==> config.mk <==
export PLATFORM = sky130hd
export DESIGN_NAME = dallanma_ongorucu_flat
export DESIGN_NICKNAME = d
export VERILOG_FILES = /design/src/rtl/dallanma_pkg.sv /design/src/rtl/dallanma_ongorucu_if.sv /design/src/rtl/ongoru_tablosu.sv /design/src/rtl/dallanma_ongorucu.sv /design/src/flat_wrapper.sv
export SDC_FILE = /design/constraint.sdc
export NUM_CORES = 1
export LEC_CHECK = 0
export BUFFER_PORTS_ARGS = -buffer_cell sky130_fd_sc_hd__buf_2
export CORE_MARGIN = 4
export CORE_UTILIZATION = 55
export DETAILED_ROUTE_END_ITERATION = 16
export GPL_TIMING_DRIVEN = 1
export PLACE_DENSITY = 0.8
export REMOVE_ABC_BUFFERS = 1
export SYNTH_ARGS = -nofsm -noshare
export SYNTH_HDL_FRONTEND = slang
export SYNTH_SLANG_ARGS = --single-unit
==> constraint.sdc <==
create_clock -name clk -period 7.2 [get_ports clk]
set_input_delay 1.44 -clock clk [delete_from_list [all_inputs] [get_ports clk]]
set_output_delay 1.44 -clock clk [all_outputs]
set_load 0.005 [all_outputs]
==> src/rtl/dallanma_pkg.sv <==
// Shared definitions for the branch predictor: RISC-V opcode constants, the
// 2-bit saturating counter encoding with its reset value, and the B-/J-type
// immediate extraction helpers.
package dallanma_pkg;

  localparam logic [6:0] OpBtipi = 7'b1100011;  // conditional branches
  localparam logic [6:0] OpJal   = 7'b1101111;  // unconditional direct jump

  // Bit[1] of the counter is the predicted direction.
  typedef enum logic [1:0] {
    SayacGucluAlinmaz = 2'b00,
    SayacZayifAlinmaz = 2'b01,
    SayacZayifAlinir  = 2'b10,
    SayacGucluAlinir  = 2'b11
  } sayac_e;

  localparam sayac_e SayacReset = SayacZayifAlinmaz;

  // Sign-extended B-type immediate.
  function automatic logic [31:0] b_imm(input logic [31:0] buyruk);
    return {{20{buyruk[31]}}, buyruk[7], buyruk[30:25], buyruk[11:8], 1'b0};
  endfunction

  // Sign-extended J-type immediate.
  function automatic logic [31:0] j_imm(input logic [31:0] buyruk);
    return {{12{buyruk[31]}}, buyruk[19:12], buyruk[20], buyruk[30:21], 1'b0};
  endfunction

endpackage

==> src/rtl/dallanma_ongorucu_if.sv <==
// Fetch/execute/prediction bundle of the branch predictor.
//   master : pipeline side, drives getir_* and yurut_*, receives sonuc_*
//   slave  : predictor side
interface dallanma_ongorucu_if;

  logic [31:0] getir_ps;
  logic [31:0] getir_buyruk;
  logic        getir_gecerli;
  logic [31:0] yurut_ps;
  logic [31:0] yurut_buyruk;
  logic        yurut_dallan;
  logic [31:0] yurut_dallan_ps;
  logic        yurut_gecerli;
  logic        sonuc_dallan;
  logic [31:0] sonuc_dallan_ps;

  modport master (
    output getir_ps, getir_buyruk, getir_gecerli,
    output yurut_ps, yurut_buyruk, yurut_dallan, yurut_dallan_ps, yurut_gecerli,
    input  sonuc_dallan, sonuc_dallan_ps
  );

  modport slave (
    input  getir_ps, getir_buyruk, getir_gecerli,
    input  yurut_ps, yurut_buyruk, yurut_dallan, yurut_dallan_ps, yurut_gecerli,
    output sonuc_dallan, sonuc_dallan_ps
  );

endinterface

==> src/rtl/ongoru_tablosu.sv <==
// Pattern history table of 2-bit saturating counters.
//   clk, rst_n     : clock, asynchronous active-low reset (all entries -> 01)
//   okuma_idx_i    : combinational read index (fetch)
//   okuma_sayac_o  : counter at okuma_idx_i, pre-update value
//   yazma_en_i     : perform read-modify-write on this edge
//   yazma_idx_i    : entry to update
//   yazma_dallan_i : resolved direction, 1 increments, 0 decrements
module ongoru_tablosu
  import dallanma_pkg::*;
#(
  parameter int unsigned Derinlik = 64,
  localparam int unsigned IdxW = $clog2(Derinlik)
) (
  input  logic            clk,
  input  logic            rst_n,
  input  logic [IdxW-1:0] okuma_idx_i,
  output sayac_e          okuma_sayac_o,
  input  logic            yazma_en_i,
  input  logic [IdxW-1:0] yazma_idx_i,
  input  logic            yazma_dallan_i
);

  sayac_e sayac_q [Derinlik];
  sayac_e eski;
  sayac_e yeni;

  // Read from the registered array, so a same-cycle update is not visible yet.
  assign okuma_sayac_o = sayac_q[okuma_idx_i];

  always_comb begin
    eski = sayac_q[yazma_idx_i];
    yeni = eski;
    if (yazma_dallan_i) begin
      if (eski != SayacGucluAlinir) yeni = sayac_e'(eski + 2'd1);
    end else begin
      if (eski != SayacGucluAlinmaz) yeni = sayac_e'(eski - 2'd1);
    end
  end

  always_ff @(posedge clk or negedge rst_n) begin
    if (!rst_n) begin
      for (int i = 0; i < int'(Derinlik); i++) sayac_q[i] <= SayacReset;
    end else if (yazma_en_i) begin
      sayac_q[yazma_idx_i] <= yeni;
    end
  end

endmodule

==> src/rtl/dallanma_ongorucu.sv <==
// Bimodal/gshare branch direction predictor with 0-cycle fetch prediction.
//   clk, rst_n : clock, asynchronous active-low reset
//   bus_io     : fetch inputs, execute resolution inputs, prediction outputs
// Parameters: PHT_DERINLIK (table entries, power of two), GECMIS_BIT (global
// history width), MOD (0 = bimodal, 1 = gshare).
module dallanma_ongorucu
  import dallanma_pkg::*;
#(
  parameter int unsigned PHT_DERINLIK = 64,
  parameter int unsigned GECMIS_BIT   = 6,
  parameter int unsigned MOD          = 1
) (
  input logic                 clk,
  input logic                 rst_n,
  dallanma_ongorucu_if.slave  bus_io
);

  localparam int unsigned IdxW = $clog2(PHT_DERINLIK);

  logic [GECMIS_BIT-1:0] ghr_q, ghr_d;
  logic [IdxW-1:0]       ghr_idx;
  logic [IdxW-1:0]       getir_idx;
  logic [IdxW-1:0]       yurut_idx;
  logic                  getir_btipi, getir_jal;
  logic                  guncelle;
  sayac_e                getir_sayac;

  // History is zero-extended or truncated to the index width.
  assign ghr_idx = IdxW'(ghr_q);

  always_comb begin
    getir_idx = bus_io.getir_ps[IdxW+1:2];
    yurut_idx = bus_io.yurut_ps[IdxW+1:2];
    if (MOD == 1) begin
      getir_idx = getir_idx ^ ghr_idx;
      yurut_idx = yurut_idx ^ ghr_idx;
    end
  end

  assign getir_btipi = (bus_io.getir_buyruk[6:0] == OpBtipi);
  assign getir_jal   = (bus_io.getir_buyruk[6:0] == OpJal);
  assign guncelle    = bus_io.yurut_gecerli && (bus_io.yurut_buyruk[6:0] == OpBtipi);

  always_comb begin
    bus_io.sonuc_dallan    = bus_io.getir_gecerli &&
                             (getir_jal || (getir_btipi && getir_sayac[1]));
    bus_io.sonuc_dallan_ps = bus_io.getir_ps + 32'd4;
    if (bus_io.sonuc_dallan) begin
      bus_io.sonuc_dallan_ps = bus_io.getir_ps +
                               (getir_jal ? j_imm(bus_io.getir_buyruk)
                                          : b_imm(bus_io.getir_buyruk));
    end
  end

  // Truncating the concatenation also covers the 1-bit history case.
  always_comb begin
    ghr_d = ghr_q;
    if (guncelle) ghr_d = GECMIS_BIT'({ghr_q, bus_io.yurut_dallan});
  end

  always_ff @(posedge clk or negedge rst_n) begin
    if (!rst_n) ghr_q <= '0;
    else        ghr_q <= ghr_d;
  end

  ongoru_tablosu #(
    .Derinlik (PHT_DERINLIK)
  ) u_tablo (
    .clk            (clk),
    .rst_n          (rst_n),
    .okuma_idx_i    (getir_idx),
    .okuma_sayac_o  (getir_sayac),
    .yazma_en_i     (guncelle),
    .yazma_idx_i    (yurut_idx),
    .yazma_dallan_i (bus_io.yurut_dallan)
  );

  // Resolved target is carried for a later generation; unused here.
  logic unused_ok;
  assign unused_ok = ^{bus_io.yurut_dallan_ps, bus_io.getir_ps, bus_io.yurut_ps,
                       bus_io.yurut_buyruk, ghr_q, getir_sayac[0]};

endmodule

==> src/flat_wrapper.sv <==
// flat-port wrapper written by rule: the top's interface ports become plain ports
module dallanma_ongorucu_flat import dallanma_pkg::*;
#(
  parameter int unsigned PHT_DERINLIK = 64,
  parameter int unsigned GECMIS_BIT   = 6,
  parameter int unsigned MOD          = 1
)
  (clk, rst_n, bus_io_getir_ps, bus_io_getir_buyruk, bus_io_getir_gecerli, bus_io_yurut_ps, bus_io_yurut_buyruk, bus_io_yurut_dallan, bus_io_yurut_dallan_ps, bus_io_yurut_gecerli, bus_io_sonuc_dallan, bus_io_sonuc_dallan_ps);
  dallanma_ongorucu_if bus_io_i ();
  input logic clk;
  input logic rst_n;
  input wire logic [$bits(bus_io_i.getir_ps)-1:0] bus_io_getir_ps;
  input wire logic [$bits(bus_io_i.getir_buyruk)-1:0] bus_io_getir_buyruk;
  input wire logic [$bits(bus_io_i.getir_gecerli)-1:0] bus_io_getir_gecerli;
  input wire logic [$bits(bus_io_i.yurut_ps)-1:0] bus_io_yurut_ps;
  input wire logic [$bits(bus_io_i.yurut_buyruk)-1:0] bus_io_yurut_buyruk;
  input wire logic [$bits(bus_io_i.yurut_dallan)-1:0] bus_io_yurut_dallan;
  input wire logic [$bits(bus_io_i.yurut_dallan_ps)-1:0] bus_io_yurut_dallan_ps;
  input wire logic [$bits(bus_io_i.yurut_gecerli)-1:0] bus_io_yurut_gecerli;
  output wire logic [$bits(bus_io_i.sonuc_dallan)-1:0] bus_io_sonuc_dallan;
  output wire logic [$bits(bus_io_i.sonuc_dallan_ps)-1:0] bus_io_sonuc_dallan_ps;
  assign bus_io_i.getir_ps = bus_io_getir_ps;
  assign bus_io_i.getir_buyruk = bus_io_getir_buyruk;
  assign bus_io_i.getir_gecerli = bus_io_getir_gecerli;
  assign bus_io_i.yurut_ps = bus_io_yurut_ps;
  assign bus_io_i.yurut_buyruk = bus_io_yurut_buyruk;
  assign bus_io_i.yurut_dallan = bus_io_yurut_dallan;
  assign bus_io_i.yurut_dallan_ps = bus_io_yurut_dallan_ps;
  assign bus_io_i.yurut_gecerli = bus_io_yurut_gecerli;
  assign bus_io_sonuc_dallan = bus_io_i.sonuc_dallan;
  assign bus_io_sonuc_dallan_ps = bus_io_i.sonuc_dallan_ps;
  dallanma_ongorucu #(.PHT_DERINLIK(PHT_DERINLIK), .GECMIS_BIT(GECMIS_BIT), .MOD(MOD)) u_core (.clk(clk), .rst_n(rst_n), .bus_io(bus_io_i));
endmodule
==> results of run 1 <==
## cells in the mapped netlist (9+ instances only)
| master | n | area (µm²) |
|---|---|---|
| nor2_1 | 119 | 447 |
| nand2_1 | 91 | 342 |
| mux2_2 | 86 | 968 |
| dfrtp_1 | 70 | 1750 |
| dfstp_2 | 64 | 1680 |
| mux2_4 | 60 | 901 |
| a21oi_1 | 51 | 255 |
| o21ai_0 | 45 | 225 |
| xnor2_1 | 37 | 324 |
| ha_1 | 34 | 425 |
| nand3_1 | 32 | 160 |
| xor2_1 | 30 | 263 |
| buf_2 | 18 | 90.1 |
| mux2i_1 | 17 | 170 |
| mux4_2 | 17 | 383 |
| a21o_1 | 16 | 120 |
| nor3_1 | 12 | 60.1 |
| o22ai_1 | 12 | 75.1 |
| and3_1 | 10 | 62.6 |
| clkbuf_1 | 10 | 37.5 |
| inv_1 | 10 | 37.5 |
| a22oi_1 | 9 | 67.6 |
| a31oi_1 | 9 | 56.3 |
| buf_6 | 9 | 101 |
| nand4_1 | 9 | 56.3 |
## worst max path at each step
stage                     depth (start not counted)                         end              startpoint  slack, ps
after CTS                                        17  bus_io_sonuc_dallan_ps[30]  bus_io_getir_buyruk[4]        190
final                                            17  bus_io_sonuc_dallan_ps[30]  bus_io_getir_buyruk[4]        360
after global placement                           17  bus_io_sonuc_dallan_ps[30]  bus_io_getir_buyruk[4]        270
after detailed placement                         17  bus_io_sonuc_dallan_ps[30]  bus_io_getir_buyruk[4]        190
after floorplan                                   9  bus_io_sonuc_dallan_ps[31]      bus_io_getir_ps[2]        250
after global routing                             17  bus_io_sonuc_dallan_ps[30]  bus_io_getir_buyruk[4]        100
## routing by layer
layer	vias to the layer above	GRT usage, %
li1	3843	-
met1	4037	34.5
met2	452	42.5
met3	98	8.07
met4	0	9.22
met5	-	0
## power by group through the flow
stage	Sequential [mW]	Combinational [mW]	Clock, mW
6_report	0.762	0.386	0.810
4_1_cts	0.761	0.380	0.818
3_3_place_gp	0.773	0.373	0
2_1_floorplan	0.772	0.245	0
3_5_place_dp	0.773	0.378	0
5_1_grt	0.762	0.423	0.854
## per-stage QoR
step                      power, mW  std cells  util [%]  worst slack, ps
after CTS                      1.96       1331      63.0              190
after global routing           2.04       1331      63.1              104
after global placement         1.15       1299      60.0              271
final                          1.96       1331      63.1              361
after floorplan                1.02        945         -              246
after detailed placement       1.15       1299      60.0              192
## cell type report
| cell class | instances | area share [%] |
|---|---|---|
| clock inverter | 8 | 0.674 |
| tap | 229 | 2.53 |
| timing repair buffer | 125 | 5.83 |
| sequential | 134 | 30.3 |
| multi-input combinational | 800 | 56.1 |
| clock buffer | 24 | 4.16 |
| inverter | 11 | 0.365 |
## sequential cells by signal, indices dropped and copies added, names as in the netlist
name / flops
u_core.ghr_idx: 6
u_core.u_tablo.sayac_q: 128
## cell families (layout without fill, tap and decap cells)
family	after synthesis	count (layout)	share of synthesized area, %
AND/OR/NAND/NOR	311	311	14.0
multiplexers	185	185	25.4
buffers and inverters	52	168	2.98
adder cells (fa/ha/maj)	37	37	4.70
AO/OA/AOI/OAI	196	196	12.3
flip-flops	134	134	34.1
XOR/XNOR	71	71	6.48
## placed cells by master (no fill, tap or decap), drive strengths merged, types with 24 or more instances in the layout
cell type,instances
dfstp,64
ha,34
clkbuf,24
xnor2,38
dfrtp,70
nand3,32
a21oi,51
xor2,33
nand2,92
buf,125
nor2,120
mux2,146
o21ai,47
## repair_timing
item                       CTS  global route
setup endpoints to repair    0             1
resized for setup            0             1
buffers inserted             0             0
==> out/results.ini, run 1 <==
[status]
status = completed

[worst_setup_path]
cpLargestDelayFamily = compound AO/OA/AOI/OAI gates
cp_num_buf_inv = 3
end_kind = output pin
cp-start-kind = input pin
r2r_cells = 9
slowest_delay_ps = 450
worstReg2RegStart = u_core.ghr_idx[0]
timing.rr.end = u_core.u_tablo.sayac_q[127]
r2r_slack_ps = 3060
cp.required_ps = 5760
path_cells = buf_2 > and4b_1 > nand2_1 > nor2_1 > buf_4 > mux2_2 > ha_1 > a21oi_1 > nand2_1 > o21ai_0 > o21ai_0 > a2111oi_2 > nor3_1 > o311a_1 > or3_1 > a31o_2 > buf_2
cp.arrival_ps = 5400
critical-path-slowest-cell = a2111oi_2
path_class = input pin to output pin
cp_max_fo = 10

[clocking]
cts_root_buffer = clkbuf_16
clk_path_buf_depth = 2
cts.clk_slew.worst_paths_ps = 60
cts_buffers = 17
h-tree-depth = 4
cts_hold_buf = 0
clock_latency_ps = 430
cts_tree = done
clock_sinks = 134

[detailed_routing]
vias = 8430
via_per_inst = 6.33
routed_wl_um = 27000
ant_nets = 0
wl_met3_um = 2880
routed.top_layer = met4
drtIter0Drc = 880
wl_met1_um = 10900
route.detailed.drc = 0
first_pass_iters = 7
avgRoutedWirePerCell_um = 20.3
routed-wl-met2_um = 12400

[timing]
fin_crit_ps = 6840
hold_violations = 0
skew_ps = 9.35
worst_pin_slew_ps = 1060
setup_tns_ps = 0
setup_violations = 0
slew_violations = 0
finalHoldWorstSlack_ps = 539
finalCritPeriodShare_pct = 95.0
fmax_mhz = 146
max_slew_margin_pct = 29.1
rsz0062_at_grt = false

[power]
swShare_pct = 28.7
leakage_nw = 4.86
power.share.clock_pct = 41.4
pwr-share-comb_pct = 19.7
p_int_mw = 1.40
sequentialPowerShare_pct = 38.9
netSwitchingPower_uw = 562
powerDensity_nw_per_um2 = 173
ir_worst_vdd_v = 0.000173

[final_layout]
antenna_cells = 0
multi_input_area_um2 = 6360
design_area_um2 = 11300
area_growth_pct = 12.6
regArea_um2 = 3430
nets = 1289
drive_above_1_share_pct = 36.2
num-fill-cells = 1423

[min_path]
hold_path_end = u_core.u_tablo.sayac_q[125]
holdPathStages = 1
hold_start = u_core.u_tablo.sayac_q[125]
hold_path.class = register to register

[logic_synthesis]
synthesis.area_um2 = 10100
async_flop_share_pct = 100
netlist_instances = 986
ys_ff_latch = 134
synth_edf_count = 0
synth_top_flop_cell = dfrtp_1
syn_avg_cell_area_um2 = 10.2
ys_seq_area_share_pct = 34.1
ys_warn_count = 0
ys_types = 70

[floorplanning]
start_util_pct = 56.0
die-area_um2 = 20500
dieWidth_um = 143
io_pins = 198
fp.dieH_um = 143
core_um2 = 18000
rows = 49

[placed_design]
place_congestion = 0.940
port_buffers = 112
placed_cell_area_um2 = 10800
place_hpwl_um = 18600

[grt]
grt_max_degree = 86
grt_pass1_wl_um = 42800
grt_overflow = 0
track_usage_pct = 26.6
grt_pass1_vias = 8089
antenna_found_initial = 0

[flow_run]
maxCapViolations = 0

(Power assumes the default switching activity.)
==> run 2: changes to the inputs <==
Settings changed: CORE_UTILIZATION 55 to 50, PLACE_DENSITY 0.8 to 0.73.
==> out/results.ini, run 2 (synthesis results as in run 1) <==
[status]
status = completed

[clocking]
clock_sinks = 134  ; unchanged
cts_root_buffer = clkbuf_16
cts_buffers = 17  ; unchanged
cts_tree = done
cts.clk_slew.worst_paths_ps = 60  ; about the same
clock_latency_ps = 420  ; about the same
clk_path_buf_depth = 2  ; unchanged
h-tree-depth = 4  ; unchanged

[final_layout]
drive_above_1_share_pct = 36.7  ; +0.49 points
design_area_um2 = 11400  ; +0.72%
largest-register = u_core.u_tablo.sayac_q
largest_reg_flops = 128  ; unchanged
regArea_um2 = 3430  ; unchanged
fin_cells = 1366  ; +2.6%
multi_input_area_um2 = 6370  ; +0.16%
area_growth_pct = 13.4
nets = 1288  ; -0.078%
antenna_cells = 0  ; unchanged
num-fill-cells = 1688  ; +19%
layout_common_cells = 118 x nor2_1, 111 x buf_2, 91 x nand2_1, 86 x mux2_2, 70 x dfrtp_1
final_common_cell = nor2_1

[timing]
skew_ps = 6.29  ; -3.06 ps
fmax_mhz = 146  ; -0.15%
setup_tns_ps = 0  ; unchanged
layout_setup_ws_ps = 351  ; -10.2 ps
setup_violations = 0  ; unchanged
rsz0062_at_grt = false
fin_crit_ps = 6850  ; +10.2 ps
worst_pin_slew_ps = 1070  ; +4.23 ps
slew_violations = 0  ; unchanged
max_slew_margin_pct = 28.8  ; -0.28 points
hold_violations = 0  ; unchanged
finalHoldWorstSlack_ps = 540  ; +0.134 ps
finalCritPeriodShare_pct = 95.1  ; +0.14 points

[floorplanning]
die-area_um2 = 22500  ; +9.4%
io_pins = 198  ; unchanged
core_um2 = 19700  ; +9.4%
fp.dieH_um = 150  ; +4.6%
start_util_pct = 51.2  ; -4.8 points
rows = 51  ; +4.1%
dieWidth_um = 150  ; +4.6%

[grt]
antenna_found_initial = 1  ; +1
grt_pass1_vias = 7964  ; -1.5%
track_usage_pct = 24.1  ; -2.5 points
grt_max_degree = 89  ; +3.5%
grt_overflow = 0  ; unchanged
grt_pass1_wl_um = 42800  ; unchanged

[worst_setup_path]
r2r_slack_ps = 2980  ; -80 ps
timing.rr.end = u_core.u_tablo.sayac_q[73]
cp_max_fo = 6  ; -4
r2r_cells = 10  ; +1
cp-start-kind = input pin
path_cells = buf_2 > and4b_1 > nand2_1 > nor2_2 > mux2_2 > ha_1 > a21oi_1 > nand2_1 > o21ai_0 > o21ai_0 > a2111oi_2 > nor3_1 > o311a_1 > or3_1 > a31o_2 > buf_2
cp.arrival_ps = 5410  ; about the same
end_kind = output pin
path_class = input pin to output pin
cp.required_ps = 5760  ; about the same
critical-path-slowest-cell = a2111oi_2
worstReg2RegStart = u_core.ghr_idx[0]
slowest_delay_ps = 490  ; +40 ps

[power]
pwr-share-comb_pct = 19.3  ; -0.4 points
ir_worst_vdd_v = 0.000154  ; -11%
sequentialPowerShare_pct = 38.0  ; -0.9 points
powerDensity_nw_per_um2 = 175  ; +1.5%
p_int_mw = 1.43  ; +2.5%
netSwitchingPower_uw = 569  ; +1.3%
power.share.clock_pct = 42.6  ; +1.2 points
leakage_nw = 4.89  ; +0.43%
swShare_pct = 28.4  ; -0.24 points

[detailed_routing]
routed_wl_um = 26800  ; -0.59%
vias = 8301  ; -1.5%
ant_nets = 0  ; unchanged
avgRoutedWirePerCell_um = 19.6  ; -3.1%
first_pass_iters = 5  ; -2
via_per_inst = 6.08  ; -4.1%
route.detailed.drc = 0  ; unchanged
drtIter0Drc = 646  ; -27%

[placed_design]
placed_cell_area_um2 = 10800  ; +0.42%
dp.cells = 1334  ; +2.7%
port_buffers = 112  ; unchanged
place_hpwl_um = 18800  ; +0.68%
place_congestion = 0.897  ; -4.6%
dpl_worst_slack_ps = 10.4  ; -182 ps

[min_path]
hold_path.class = register to register
holdPathStages = 1  ; unchanged
hold_path_end = u_core.u_tablo.sayac_q[55]
hold_start = u_core.u_tablo.sayac_q[55]

[flow_run]
maxCapViolations = 0  ; unchanged

==> run 2: timing repair <==
item / in CTS / in global routing
buffers inserted: 0 / 0
resized for setup: 0 / 2
hold buffers: 0 / 0
setup endpoints to repair: 0 / 2
==> run 2: how the worst max path moves through the flow <==
stage | cells after the start | from | endpoint | slack (ps)
finish | 16 | bus_io_getir_buyruk[4] | bus_io_sonuc_dallan_ps[30] | 350
global route | 16 | bus_io_getir_buyruk[4] | bus_io_sonuc_dallan_ps[30] | 80
CTS | 16 | bus_io_getir_buyruk[4] | bus_io_sonuc_dallan_ps[30] | 20
detailed placement | 16 | bus_io_getir_buyruk[4] | bus_io_sonuc_dallan_ps[30] | 10
global placement | 16 | bus_io_getir_buyruk[4] | bus_io_sonuc_dallan_ps[30] | 100
floorplan | 9 | bus_io_getir_ps[2] | bus_io_sonuc_dallan_ps[31] | 250
==> run 2: worst max-delay path: cells and delay by family <==
kind                     cells  cell delay [ps]
adder cells (fa/ha/maj)      1              300
multiplexers                 1              400
AO/OA/AOI/OAI                6             1950
AND/OR/NAND/NOR              6             1090
buffers and inverters        2              220
==> run 2: through the flow <==
stage / utilization, % / total power, mW
6_report: 58.0 / 2.00
2_1_floorplan: - / 1.02
5_1_grt: 58.0 / 2.10
3_3_place_gp: 55.0 / 1.15
4_1_cts: 58.0 / 2.01
3_5_place_dp: 55.0 / 1.15
==> run 2: per-layer routing <==
| metal | vias up | share of wire [%] | global-route usage [%] |
|---|---|---|---|
| met1 | 4049 | 42 | 33.0 |
| li1 | 3829 | - | - |
| met4 | 2 | 2.4 | 8.28 |
| met2 | 364 | 46 | 37.4 |
| met3 | 57 | 9.4 | 6.09 |
| met5 | - | 0.041 | 0 |
==> run 2: power groups by stage <==
stage          Combinational [mW]  Clock [mW]  Sequential [mW]
2_1_floorplan               0.245           0            0.772
3_3_place_gp                0.377           0            0.773
3_5_place_dp                0.381           0            0.773
4_1_cts                     0.383       0.868            0.761
5_1_grt                     0.425       0.908            0.761
6_report                    0.387       0.853            0.761
==> run 2: final cells by class <==
cell class / instances / area share (%)
multi-input combinational: 800 / 55.8
sequential: 134 / 30.1
timing repair buffer: 124 / 5.72
clock buffer: 20 / 4.00
tap: 265 / 2.91
clock inverter: 12 / 1.10
inverter: 11 / 0.362
==> run 3: changes to the inputs <==
Settings changed: ABC_CLOCK_PERIOD_IN_PS set to 7200, SYNTH_HIERARCHICAL set to 1.
==> out/results.ini, run 3 <==
[grt]
grt_max_degree = 71  ; -20%
grt_pass1_vias = 8499  ; +6.7%
antenna_found_initial = 0  ; -1
grt_overflow = 0  ; unchanged
track_usage_pct = 25.4  ; +1.3 points
grt_pass1_wl_um = 45200  ; +5.4%

[worst_setup_path]
crit_top_cell = mux4_2
cp_max_fo = 16  ; +10
cp.required_ps = 5760  ; about the same
cpLargestDelayFamily = multiplexers
path_cells = buf_2 > xor2_2 > buf_4 > mux4_2 > mux4_2 > mux4_2 > nand2b_1 > o21ai_0 > nand2_1 > or2_1 > inv_1 > nand2_1 > mux2i_1 > a41oi_1 > nor3b_2 > buf_2
cp-start-kind = input pin
end_kind = output pin
r2r_slack_ps = 3150  ; +170 ps
critical-path-slowest-cell = mux4_2
path_class = input pin to output pin
cp_num_buf_inv = 4  ; +2
slowest_delay_ps = 590  ; +100 ps
cp.arrival_ps = 5200  ; -210 ps

[clocking]
clock_sinks = 134  ; unchanged
ctsResizeCount = 0  ; unchanged
clock_latency_ps = 420  ; about the same
clk_path_buf_depth = 2  ; unchanged
h-tree-depth = 4  ; unchanged
cts_buffers = 17  ; unchanged
cts_tree = done
cts_setup_buffers = 0  ; unchanged
cts_root_buffer = clkbuf_16
cts.clk_slew.worst_paths_ps = 60  ; about the same
cts_hold_buf = 0  ; unchanged

[placed_design]
port_buffers = 112  ; unchanged
place_congestion = 0.882  ; -1.6%
placed_cell_area_um2 = 10700  ; -0.76%
place_hpwl_um = 19700  ; +5.2%

[logic_synthesis]
syn_avg_cell_area_um2 = 9.09  ; -11%
synthesis.area_um2 = 9940  ; -1.2%
ys_warn_count = 6  ; +6
netlist_instances = 1094  ; +11%

[floorplanning]
rows = 51  ; unchanged
dieWidth_um = 149  ; -0.58%
fp.dieH_um = 149  ; -0.58%
core_um2 = 19500  ; -0.65%
die-area_um2 = 22200  ; -1.2%
io_pins = 198  ; unchanged
start_util_pct = 50.9  ; -0.29 points

[final_layout]
largest_reg_flops = 128  ; unchanged
num-fill-cells = 1690  ; +0.12%
antenna_cells = 0  ; unchanged
final_common_cell = nand2_1
design_area_um2 = 11400  ; -0.34%
multi_input_area_um2 = 6190  ; -2.8%
regArea_um2 = 3430  ; unchanged
largest-register = u_core/u_tablo/sayac_q
drive_above_1_share_pct = 27.4  ; -9.3 points
area_growth_pct = 14.4
utilization_pct = 58.2  ; +0.18 points
layout_common_cells = 261 x nand2_1, 111 x buf_2, 92 x o21ai_0, 70 x dfrtp_1, 64 x dfstp_2
nets = 1384  ; +7.5%

[min_path]
hold_path.class = register to register

[timing]
hold_violations = 0  ; unchanged
rsz0062_at_grt = false
skew_ps = 6.96  ; +0.678 ps
setup_tns_ps = 0  ; unchanged
worst_pin_slew_ps = 1150  ; +78.0 ps
fin_crit_ps = 6640  ; -214 ps
fmax_mhz = 151  ; +3.2%
finalCritPeriodShare_pct = 92.2  ; -3.0 points
setup_violations = 0  ; unchanged
slew_violations = 0  ; unchanged
max_slew_margin_pct = 23.4  ; -5.5 points

[power]
leakage_nw = 4.75  ; -2.8%
ir_worst_vdd_v = 0.000167  ; +8.0%
powerDensity_nw_per_um2 = 184  ; +4.7%
p_total_mw = 2.09  ; +4.4%

[detailed_routing]
drtIter0Drc = 800  ; +24%
first_pass_iters = 5  ; unchanged
vias = 8868  ; +6.8%
avgRoutedWirePerCell_um = 19.1  ; -2.7%
ant_nets = 0  ; unchanged
via_per_inst = 6.07  ; -0.18%
routed_wl_um = 28000  ; +4.1%
route.detailed.drc = 0  ; unchanged

[flow_run]
maxCapViolations = 0  ; unchanged

[status]
status = completed

==> run 3: worst reg2reg max path, cell delays in order (launching register included) <==
cell and delay, ps:
dfrtp_1 510, xor2_4 190, buf_12 320, mux4_2 600
a22oi_1 240, a22oi_1 130, a221o_1 340, or2_4 270
nor2_4 750, buf_4 440, o31ai_1 110
==> run 3: area by class of cell <==
class / instances / share of cell area [%]
Multi-Input combinational cell: 885 / 54.4
Inverter: 13 / 0.429
Sequential cell: 134 / 30.2
Clock inverter: 10 / 1.49
Timing Repair Buffer: 133 / 6.45
Clock buffer: 22 / 4.08
Tap cell: 265 / 2.92
==> run 3: path summary, 6_finish.rpt <==
kind / start / endpoint / cells after the start
max: bus_io_getir_ps[2] / bus_io_sonuc_dallan_ps[28] / 16
min: u_core/u_tablo/sayac_q[76] / u_core/u_tablo/sayac_q[76] / 2
max reg2reg: u_core/ghr_idx[0] / u_core/u_tablo/sayac_q[111] / 10
min reg2reg: u_core/u_tablo/sayac_q[76] / u_core/u_tablo/sayac_q[76] / 2
max in group asynchronous: rst_n / u_core/u_tablo/sayac_q[43] / 2
min in group asynchronous: rst_n / u_core/u_tablo/sayac_q[119] / 1
==> run 3: power by group <==
group / leakage (nW) / switching [mW] / internal (mW)
Combinational: 2.80 / 0.245 / 0.147
Clock: 0.309 / 0.336 / 0.601
Sequential: 1.64 / 0.00212 / 0.757
==> run 3: through the flow <==
stage                     hold WS [ps]  setup WS (ps)  instances
after floorplan                    442          -2100       1032
after global placement             452            609       1430
after detailed placement           457            587       1430
after CTS                          471            565       1462
after global routing               492            343       1462
final                              467            565       1462
==> run 3: metal layers <==
| layer | wire (µm) | GRT usage (%) | vias up |
|---|---|---|---|
| met3 | 2280 | 5.47 | 47 |
| met5 | 0 | 0 | - |
| met4 | 638 | 7.87 | 0 |
| met2 | 13100 | 40.1 | 367 |
| met1 | 11900 | 35.3 | 4284 |
| li1 | - | - | 4170 |
